$ cat config.mk
export PLATFORM = sky130hd
export DESIGN_NAME = preempt_sequencer_flat
export DESIGN_NICKNAME = d
export VERILOG_FILES = /design/src/rtl/preempt_sequencer_if.sv /design/src/rtl/preempt_sequencer.sv /design/src/flat_wrapper.sv
export SDC_FILE = /design/constraint.sdc
export NUM_CORES = 1
export LEC_CHECK = 0
export CAP_MARGIN = 20
export CELL_PAD_IN_SITES_DETAIL_PLACEMENT = 1
export CELL_PAD_IN_SITES_GLOBAL_PLACEMENT = 2
export CORE_UTILIZATION = 35
export CTS_CLUSTER_SIZE = 20
export DETAILED_ROUTE_END_ITERATION = 7
export GPL_ROUTABILITY_DRIVEN = 0
export MAX_ROUTING_LAYER = met4
export PLACE_DENSITY_LB_ADDON = 0.1
export SYNTH_ARGS = -nofsm -noshare
export SYNTH_HDL_FRONTEND = slang
export SYNTH_SLANG_ARGS = --single-unit
export TNS_END_PERCENT = 100
$ cat constraint.sdc
create_clock -name clk -period 4 [get_ports clk]
set_input_delay 0.6 -clock clk [delete_from_list [all_inputs] [get_ports clk]]
set_output_delay 0.6 -clock clk [all_outputs]
set_load 0.05 [all_outputs]
$ cat src/rtl/preempt_sequencer_if.sv
// preempt_sequencer_if: emergency request, controller codes and lamp drive bundled between controller side and sequencer.
interface preempt_sequencer_if;
    logic [3:0] emg_req;
    logic [2:0] ctl_a, ctl_b, ctl_c, ctl_d;
    logic [2:0] lamp_a, lamp_b, lamp_c, lamp_d;
    logic       ctl_hold;
    logic       preempt_active;
    logic [1:0] preempt_dir;

    modport master (
        output emg_req, ctl_a, ctl_b, ctl_c, ctl_d,
        input  lamp_a, lamp_b, lamp_c, lamp_d, ctl_hold, preempt_active, preempt_dir
    );

    modport slave (
        input  emg_req, ctl_a, ctl_b, ctl_c, ctl_d,
        output lamp_a, lamp_b, lamp_c, lamp_d, ctl_hold, preempt_active, preempt_dir
    );
endinterface

$ cat src/rtl/preempt_sequencer.sv
// preempt_sequencer: emergency preemption between traffic controller and lamps A-D, round-robin among requests.
// Optional PREEMPT_TIMEOUT_EN bounds SERVE to MAX_SERVE cycles and masks the timed-out request until it drops.
module preempt_sequencer #(
    parameter int YEL_CYC    = 3,
    parameter int ALLRED_CYC = 2,
    parameter int MIN_HOLD   = 8,
    parameter int CNT_W      = 4
`ifdef PREEMPT_TIMEOUT_EN
    ,
    parameter int MAX_SERVE  = 12
`endif
) (
    input logic clk,
    input logic rst_n,
    preempt_sequencer_if.slave bus
);
    localparam logic [2:0] RED = 3'b100;
    localparam logic [2:0] YEL = 3'b010;
    localparam logic [2:0] GRN = 3'b001;
    localparam logic [CNT_W-1:0] L_YEL_END  = CNT_W'(YEL_CYC - 1);
    localparam logic [CNT_W-1:0] L_RED_END  = CNT_W'(ALLRED_CYC - 1);
    localparam logic [CNT_W-1:0] L_HOLD_END = CNT_W'(MIN_HOLD - 1);

    typedef enum logic [2:0] {IDLE, ENTER_Y, ENTER_R, SERVE, EXIT_Y, EXIT_R} state_t;

    state_t           r_state, w_state_nxt;
    logic [CNT_W-1:0] r_timer;
    logic [1:0]       r_ptr, w_ptr_nxt, r_dir, w_dir_nxt, w_pick_idle, w_pick_exit;
    logic [2:0]       w_ctl [4];
    logic [2:0]       r_cap [4];
    logic [2:0]       w_cap_nxt [4];
    logic [2:0]       r_lamp [4];
    logic [2:0]       w_lamp_nxt [4];
    logic [3:0]       w_req, w_busy;
    logic             w_tout, r_active, w_yel_done, w_red_done;

    function automatic logic [2:0] legal(input logic [2:0] c);
        return (c == RED || c == YEL || c == GRN) ? c : RED;
    endfunction

    function automatic logic busy(input logic [2:0] c);
        return c == GRN || c == YEL;
    endfunction

    // first set bit at or above base, wrapping D->A
    function automatic logic [1:0] rr_pick(input logic [3:0] req, input logic [1:0] base);
        logic [1:0] idx;
        rr_pick = base;
        for (int k = 3; k >= 0; k--) begin
            idx = base + 2'(k);
            if (req[idx]) rr_pick = idx;
        end
    endfunction

    assign w_ctl[0] = bus.ctl_a;
    assign w_ctl[1] = bus.ctl_b;
    assign w_ctl[2] = bus.ctl_c;
    assign w_ctl[3] = bus.ctl_d;

`ifdef PREEMPT_TIMEOUT_EN
    localparam logic [CNT_W-1:0] L_MAX_END = CNT_W'(MAX_SERVE - 1);
    logic [3:0] r_mask;

    assign w_tout = r_state == SERVE && r_timer >= L_MAX_END;
    assign w_req  = bus.emg_req & ~r_mask;

    // a timed-out approach stays masked until its request is sampled low
    always_ff @(posedge clk or negedge rst_n) begin
        if (!rst_n)
            r_mask <= '0;
        else
            r_mask <= (r_mask & bus.emg_req) | (w_tout ? 4'b0001 << r_dir : 4'b0000);
    end
`else
    assign w_tout = 1'b0;
    assign w_req  = bus.emg_req;
`endif

    assign w_yel_done  = r_timer == L_YEL_END;
    assign w_red_done  = r_timer == L_RED_END;
    assign w_pick_idle = rr_pick(w_req, r_ptr);
    assign w_pick_exit = rr_pick(w_req, r_dir + 2'd1);

    always_comb begin
        w_state_nxt = r_state;
        w_dir_nxt   = r_dir;
        w_ptr_nxt   = r_ptr;
        case (r_state)
            IDLE: if (|w_req) begin
                w_dir_nxt   = w_pick_idle;
                w_state_nxt = (w_ctl[w_pick_idle] == GRN) ? SERVE : (|w_busy) ? ENTER_Y : ENTER_R;
            end
            ENTER_Y: w_state_nxt = w_yel_done ? ENTER_R : ENTER_Y;
            ENTER_R: w_state_nxt = w_red_done ? SERVE : ENTER_R;
            SERVE:   w_state_nxt = (w_tout || (!bus.emg_req[r_dir] && r_timer >= L_HOLD_END)) ? EXIT_Y : SERVE;
            EXIT_Y:  w_state_nxt = w_yel_done ? EXIT_R : EXIT_Y;
            EXIT_R: if (w_red_done) begin
                w_ptr_nxt   = r_dir + 2'd1;
                w_dir_nxt   = (|w_req) ? w_pick_exit : r_dir;
                w_state_nxt = (|w_req) ? SERVE : IDLE;
            end
            default: w_state_nxt = IDLE;
        endcase
    end

    // lamps are decoded from the state being entered so they change on the same edge as the FSM
    for (genvar g = 0; g < 4; g++) begin : g_lamp
        assign w_busy[g]     = busy(w_ctl[g]);
        assign w_cap_nxt[g]  = (r_state == IDLE) ? w_ctl[g] : r_cap[g];
        assign w_lamp_nxt[g] = (w_state_nxt == IDLE)    ? legal(w_ctl[g]) :
                               (w_state_nxt == ENTER_Y) ? (busy(w_cap_nxt[g]) ? YEL : RED) :
                               (w_dir_nxt != 2'(g))     ? RED :
                               (w_state_nxt == SERVE)   ? GRN :
                               (w_state_nxt == EXIT_Y)  ? YEL : RED;
    end

    always_ff @(posedge clk or negedge rst_n) begin
        if (!rst_n) begin
            r_state  <= IDLE;
            r_timer  <= '0;
            r_ptr    <= '0;
            r_dir    <= '0;
            r_active <= 1'b0;
            for (int i = 0; i < 4; i++) begin
                r_cap[i]  <= RED;
                r_lamp[i] <= RED;
            end
        end else begin
            r_state  <= w_state_nxt;
            r_timer  <= (w_state_nxt != r_state) ? '0 : (&r_timer ? r_timer : r_timer + CNT_W'(1));
            r_ptr    <= w_ptr_nxt;
            r_dir    <= w_dir_nxt;
            r_active <= w_state_nxt != IDLE;
            for (int i = 0; i < 4; i++) begin
                r_cap[i]  <= w_cap_nxt[i];
                r_lamp[i] <= w_lamp_nxt[i];
            end
        end
    end

    assign bus.lamp_a         = r_lamp[0];
    assign bus.lamp_b         = r_lamp[1];
    assign bus.lamp_c         = r_lamp[2];
    assign bus.lamp_d         = r_lamp[3];
    assign bus.ctl_hold       = r_active;
    assign bus.preempt_active = r_active;
    assign bus.preempt_dir    = r_dir;
endmodule

$ cat src/flat_wrapper.sv
// flat-port wrapper written by rule: the top's interface ports become plain ports
module preempt_sequencer_flat 
#(
    parameter int YEL_CYC    = 3,
    parameter int ALLRED_CYC = 2,
    parameter int MIN_HOLD   = 8,
    parameter int CNT_W      = 4

)
  (clk, rst_n, bus_emg_req, bus_ctl_a, bus_ctl_b, bus_ctl_c, bus_ctl_d, bus_lamp_a, bus_lamp_b, bus_lamp_c, bus_lamp_d, bus_ctl_hold, bus_preempt_active, bus_preempt_dir);
  preempt_sequencer_if bus_i ();
  input logic clk;
  input logic rst_n;
  input wire logic [$bits(bus_i.emg_req)-1:0] bus_emg_req;
  input wire logic [$bits(bus_i.ctl_a)-1:0] bus_ctl_a;
  input wire logic [$bits(bus_i.ctl_b)-1:0] bus_ctl_b;
  input wire logic [$bits(bus_i.ctl_c)-1:0] bus_ctl_c;
  input wire logic [$bits(bus_i.ctl_d)-1:0] bus_ctl_d;
  output wire logic [$bits(bus_i.lamp_a)-1:0] bus_lamp_a;
  output wire logic [$bits(bus_i.lamp_b)-1:0] bus_lamp_b;
  output wire logic [$bits(bus_i.lamp_c)-1:0] bus_lamp_c;
  output wire logic [$bits(bus_i.lamp_d)-1:0] bus_lamp_d;
  output wire logic [$bits(bus_i.ctl_hold)-1:0] bus_ctl_hold;
  output wire logic [$bits(bus_i.preempt_active)-1:0] bus_preempt_active;
  output wire logic [$bits(bus_i.preempt_dir)-1:0] bus_preempt_dir;
  assign bus_i.emg_req = bus_emg_req;
  assign bus_i.ctl_a = bus_ctl_a;
  assign bus_i.ctl_b = bus_ctl_b;
  assign bus_i.ctl_c = bus_ctl_c;
  assign bus_i.ctl_d = bus_ctl_d;
  assign bus_lamp_a = bus_i.lamp_a;
  assign bus_lamp_b = bus_i.lamp_b;
  assign bus_lamp_c = bus_i.lamp_c;
  assign bus_lamp_d = bus_i.lamp_d;
  assign bus_ctl_hold = bus_i.ctl_hold;
  assign bus_preempt_active = bus_i.preempt_active;
  assign bus_preempt_dir = bus_i.preempt_dir;
  preempt_sequencer #(.YEL_CYC(YEL_CYC), .ALLRED_CYC(ALLRED_CYC), .MIN_HOLD(MIN_HOLD), .CNT_W(CNT_W)) u_core (.clk(clk), .rst_n(rst_n), .bus(bus_i));
endmodule
==> results.toml <==
[floorplanning]
die-area_mm2 = 0.00706
initial_utilization_pct = 36.7
die_y_um = 84.0
die_x_um = 84.0
coreArea_mm2 = 0.00642
io_pins = 34
rows = 29

[detailed_routing]
wl_per_cell_um = 17.5
vias_per_cell = 5.73
num_vias = 1983
routed_wl_mm = 6.04
drc = 6
ant_nets = 0
drt-pass1-iter-count = 8
drt_iter0_drc = 66

[synth]
async_reset_ff_share_pct = 100
synthFlopType = "dfrtp_1"
synth_cells = 241
yosysWarnings = 0
seq_area_frac_synth_pct = 38.7
syn-num-nets = 262
syn_area_mm2 = 0.00236
synth_top_area_share_pct = 29.7
synth_edf_count = 0
yosysTopAreaCell = "dfrtp_1"
synth_cell_type_count = 64
syn-mean-instance-area_um2 = 9.78
ys_ff_latch = 36
yosys-top-cells-area = "dfrtp_1 30%, dfstp_2 8.9%, mux2_2 5.7%"

[sta]
period_share_pct = 78.0
setup_ws_ps = 881
drv_slew = 0
fmax_ghz = 0.321
worstMarginPinSlew_ps = 871
relSlewSlack_pct = 41.6
setup_viol = 0
finalCriticalPeriod_ps = 3120
rsz0062_at_grt = "no"
timing.setup.tns_ps = 0
fin_skew_ps = 9.08
finalHoldViolations = 0

[critical_path]
crit_path_start_kind = "input port"
cpPeakStageDelay_ps = 660
critical_path_class = "in -> reg"
slowest_stage = "clkdlybuf4s50_1"
worst-path-max-fanout = 10
critical-path-top-delay-family = "simple AND/OR/NAND/NOR gates"
critical_path_buf_inv_count = 1
critical_path_arrival_ps = 3350
cp.required_ps = 4230
cp_cell_sequence = "clkdlybuf4s50_1, nor3b_2, a2111oi_4, or4_1, a21boi_0, o311a_1, or2_1, o21a_1"
worst_setup_path_end_kind = "flip-flop"

[pwr]
p_leak_nw = 1.06
ir_drop_v = 0.000337
powerDensity_mw_per_mm2 = 753

[cts]
clk_pin_slew_ps = 70
cts_root_buf = "clkbuf_8"
clock_latency_ps = 290
cts_buffers = 5
htreeDepth = 2
cts_sinks = 36
tritoncts = "done"
ctsHoldBuffers = 0
cts-resized-gates = 0
post_cts_buffers = 0
clockBufferDepth = 2

[place]
dpl.hpwl_mm = 4.50
pre_cts_slack_ps = 605
io_buffers = 33

[outcome]
outcome = "finished, violations left"
violations = "design-rule violations"

[grt]
grt_pass1_vias = 1950
antenna_found_initial = 0
grt_overflow_total = 0
grt_pass1_wl_mm = 10.2
track_usage_pct = 19.1
grt_max_degree = 37

[layout]
layout-drive-gt1-share_pct = 18.6
layout.nets = 289
syn_to_final_growth_pct = 18.2
antenna_cells = 0

[job]
max-cap-violations = 0

[hold_path]
hp-class = "in -> async"
## report_power, final
| part | switching (mW) | internal [mW] | total, mW |
|---|---|---|---|
| clock network | 0.129 | 0.122 | 0.251 |
| registers | 0.122 | 0.532 | 0.654 |
| logic | 0.721 | 0.470 | 1.19 |
| total | 0.972 | 1.12 | 2.10 |
## metal layers
metal	up-vias	part of all wire, %	GRT usage (%)
met5	-	0	-
met2	36	47	29.7
met4	0	1.1	4.70
met1	1002	49	25.5
li1	936	-	-
met3	9	2.8	3.86
## sequential cells by signal, summed over array words and instances, names as in the netlist
| signal | flops |
|---|---|
| u_core.bus.ctl_hold | 1 |
| u_core.bus.lamp_a | 3 |
| u_core.bus.lamp_b | 3 |
| u_core.bus.lamp_c | 3 |
| u_core.bus.lamp_d | 3 |
| u_core.bus.preempt_dir | 2 |
| u_core.r_cap | 12 |
| u_core.r_ptr | 2 |
| u_core.r_state | 3 |
| u_core.r_timer | 4 |
## kinds of logic (layout without fill, tap and decap cells)
group / count (synthesis) / in the layout / synth area share, %
simple gates: 86 / 86 / 20.7
compound gates: 68 / 68 / 23.0
mux: 15 / 15 / 7.54
flops: 36 / 36 / 38.7
fa+ha+maj: 3 / 3 / 1.59
xor+xnor: 8 / 8 / 2.97
buf+inv: 25 / 53 / 5.58
## worst reg2reg max path, stage by stage, from the launching register on
cell      delay (ps)
dfrtp_1          490
nor3_2           770
nand2_1          340
or3_1            470
o211ai_2         230
nor3b_2          330
o21ai_0          130
a21oi_1          150
## path summary, 6_finish.rpt
kind                                              from  slack [ps]  cells after the start                              to
hold reg to reg              u_core.r_cap[6]$_DFF_PN0_         530                      1       u_core.r_cap[6]$_DFF_PN0_
hold / removal                                   rst_n         390                      1  u_core.bus.lamp_b[0]$_DFF_PN0_
setup / recovery                        bus_emg_req[2]         880                      8  u_core.bus.lamp_a[2]$_DFF_PN1_
max in group asynchronous                        rst_n        3090                      1       u_core.r_cap[9]$_DFF_PN0_
setup reg to reg           u_core.r_state[1]$_DFF_PN0_        1030                      7  u_core.bus.lamp_c[0]$_DFF_PN0_
min in group clk             u_core.r_cap[6]$_DFF_PN0_         530                      1       u_core.r_cap[6]$_DFF_PN0_
## through the flow
stage / util (%) / power, mW / hold WS, ps / instances / instance area (um2)
after floorplan: - / 1.57 / 304 / 241 / 2360
after global placement: 42.1 / 1.85 / 510 / 338 / 2700
after detailed placement: 42.1 / 1.86 / 520 / 338 / 2700
after CTS: 43.3 / 2.12 / 437 / 346 / 2780
after global routing: 43.3 / 2.24 / 481 / 346 / 2780
final: 43.3 / 2.10 / 392 / 346 / 2780
## cell type report
type,count,area (um2)
Timing Repair Buffer,36,348
Inverter,9,33.8
Clock inverter,1,5.00
Multi-Input combinational cell,180,1310
Tap cell,77,96.3
Sequential cell,36,911
Clock buffer,7,76.3
Fill cell,726,3640
## synth_stat cells, types with 4 or more instances
master	n
nor3_1	5
nor2_1	17
o21a_1	4
dfrtp_1	28
nand3b_1	4
a21oi_1	17
nand2_1	21
nand2b_1	6
xnor2_1	6
inv_1	8
o21ai_0	13
mux2_2	12
nand3_1	8
dfstp_2	8
clkbuf_1	6
o31ai_1	5
## cells in the final DEF, fill, tap and decap left out, drive strengths merged, types with 2 or more instances in the layout
cell type       n
xnor2           6
o21a            4
clkdlybuf4s50  32
ha              3
dfstp           8
o31ai           5
buf             4
mux2           12
o21ai          13
or3             2
nand3b          4
a21o            2
dfrtp          28
inv             9
a211oi          3
clkbuf          7
a21oi          17
nor3b           5
a311oi          2
or4             3
mux2i           2
nand2          22
nand3           8
nor3            6
nor2b           2
a2111oi         5
o311a           2
o211ai          4
nand2b          6
nor2           18
a21boi          2
nor4            3
xor2            2
(Power assumes the default switching activity.)
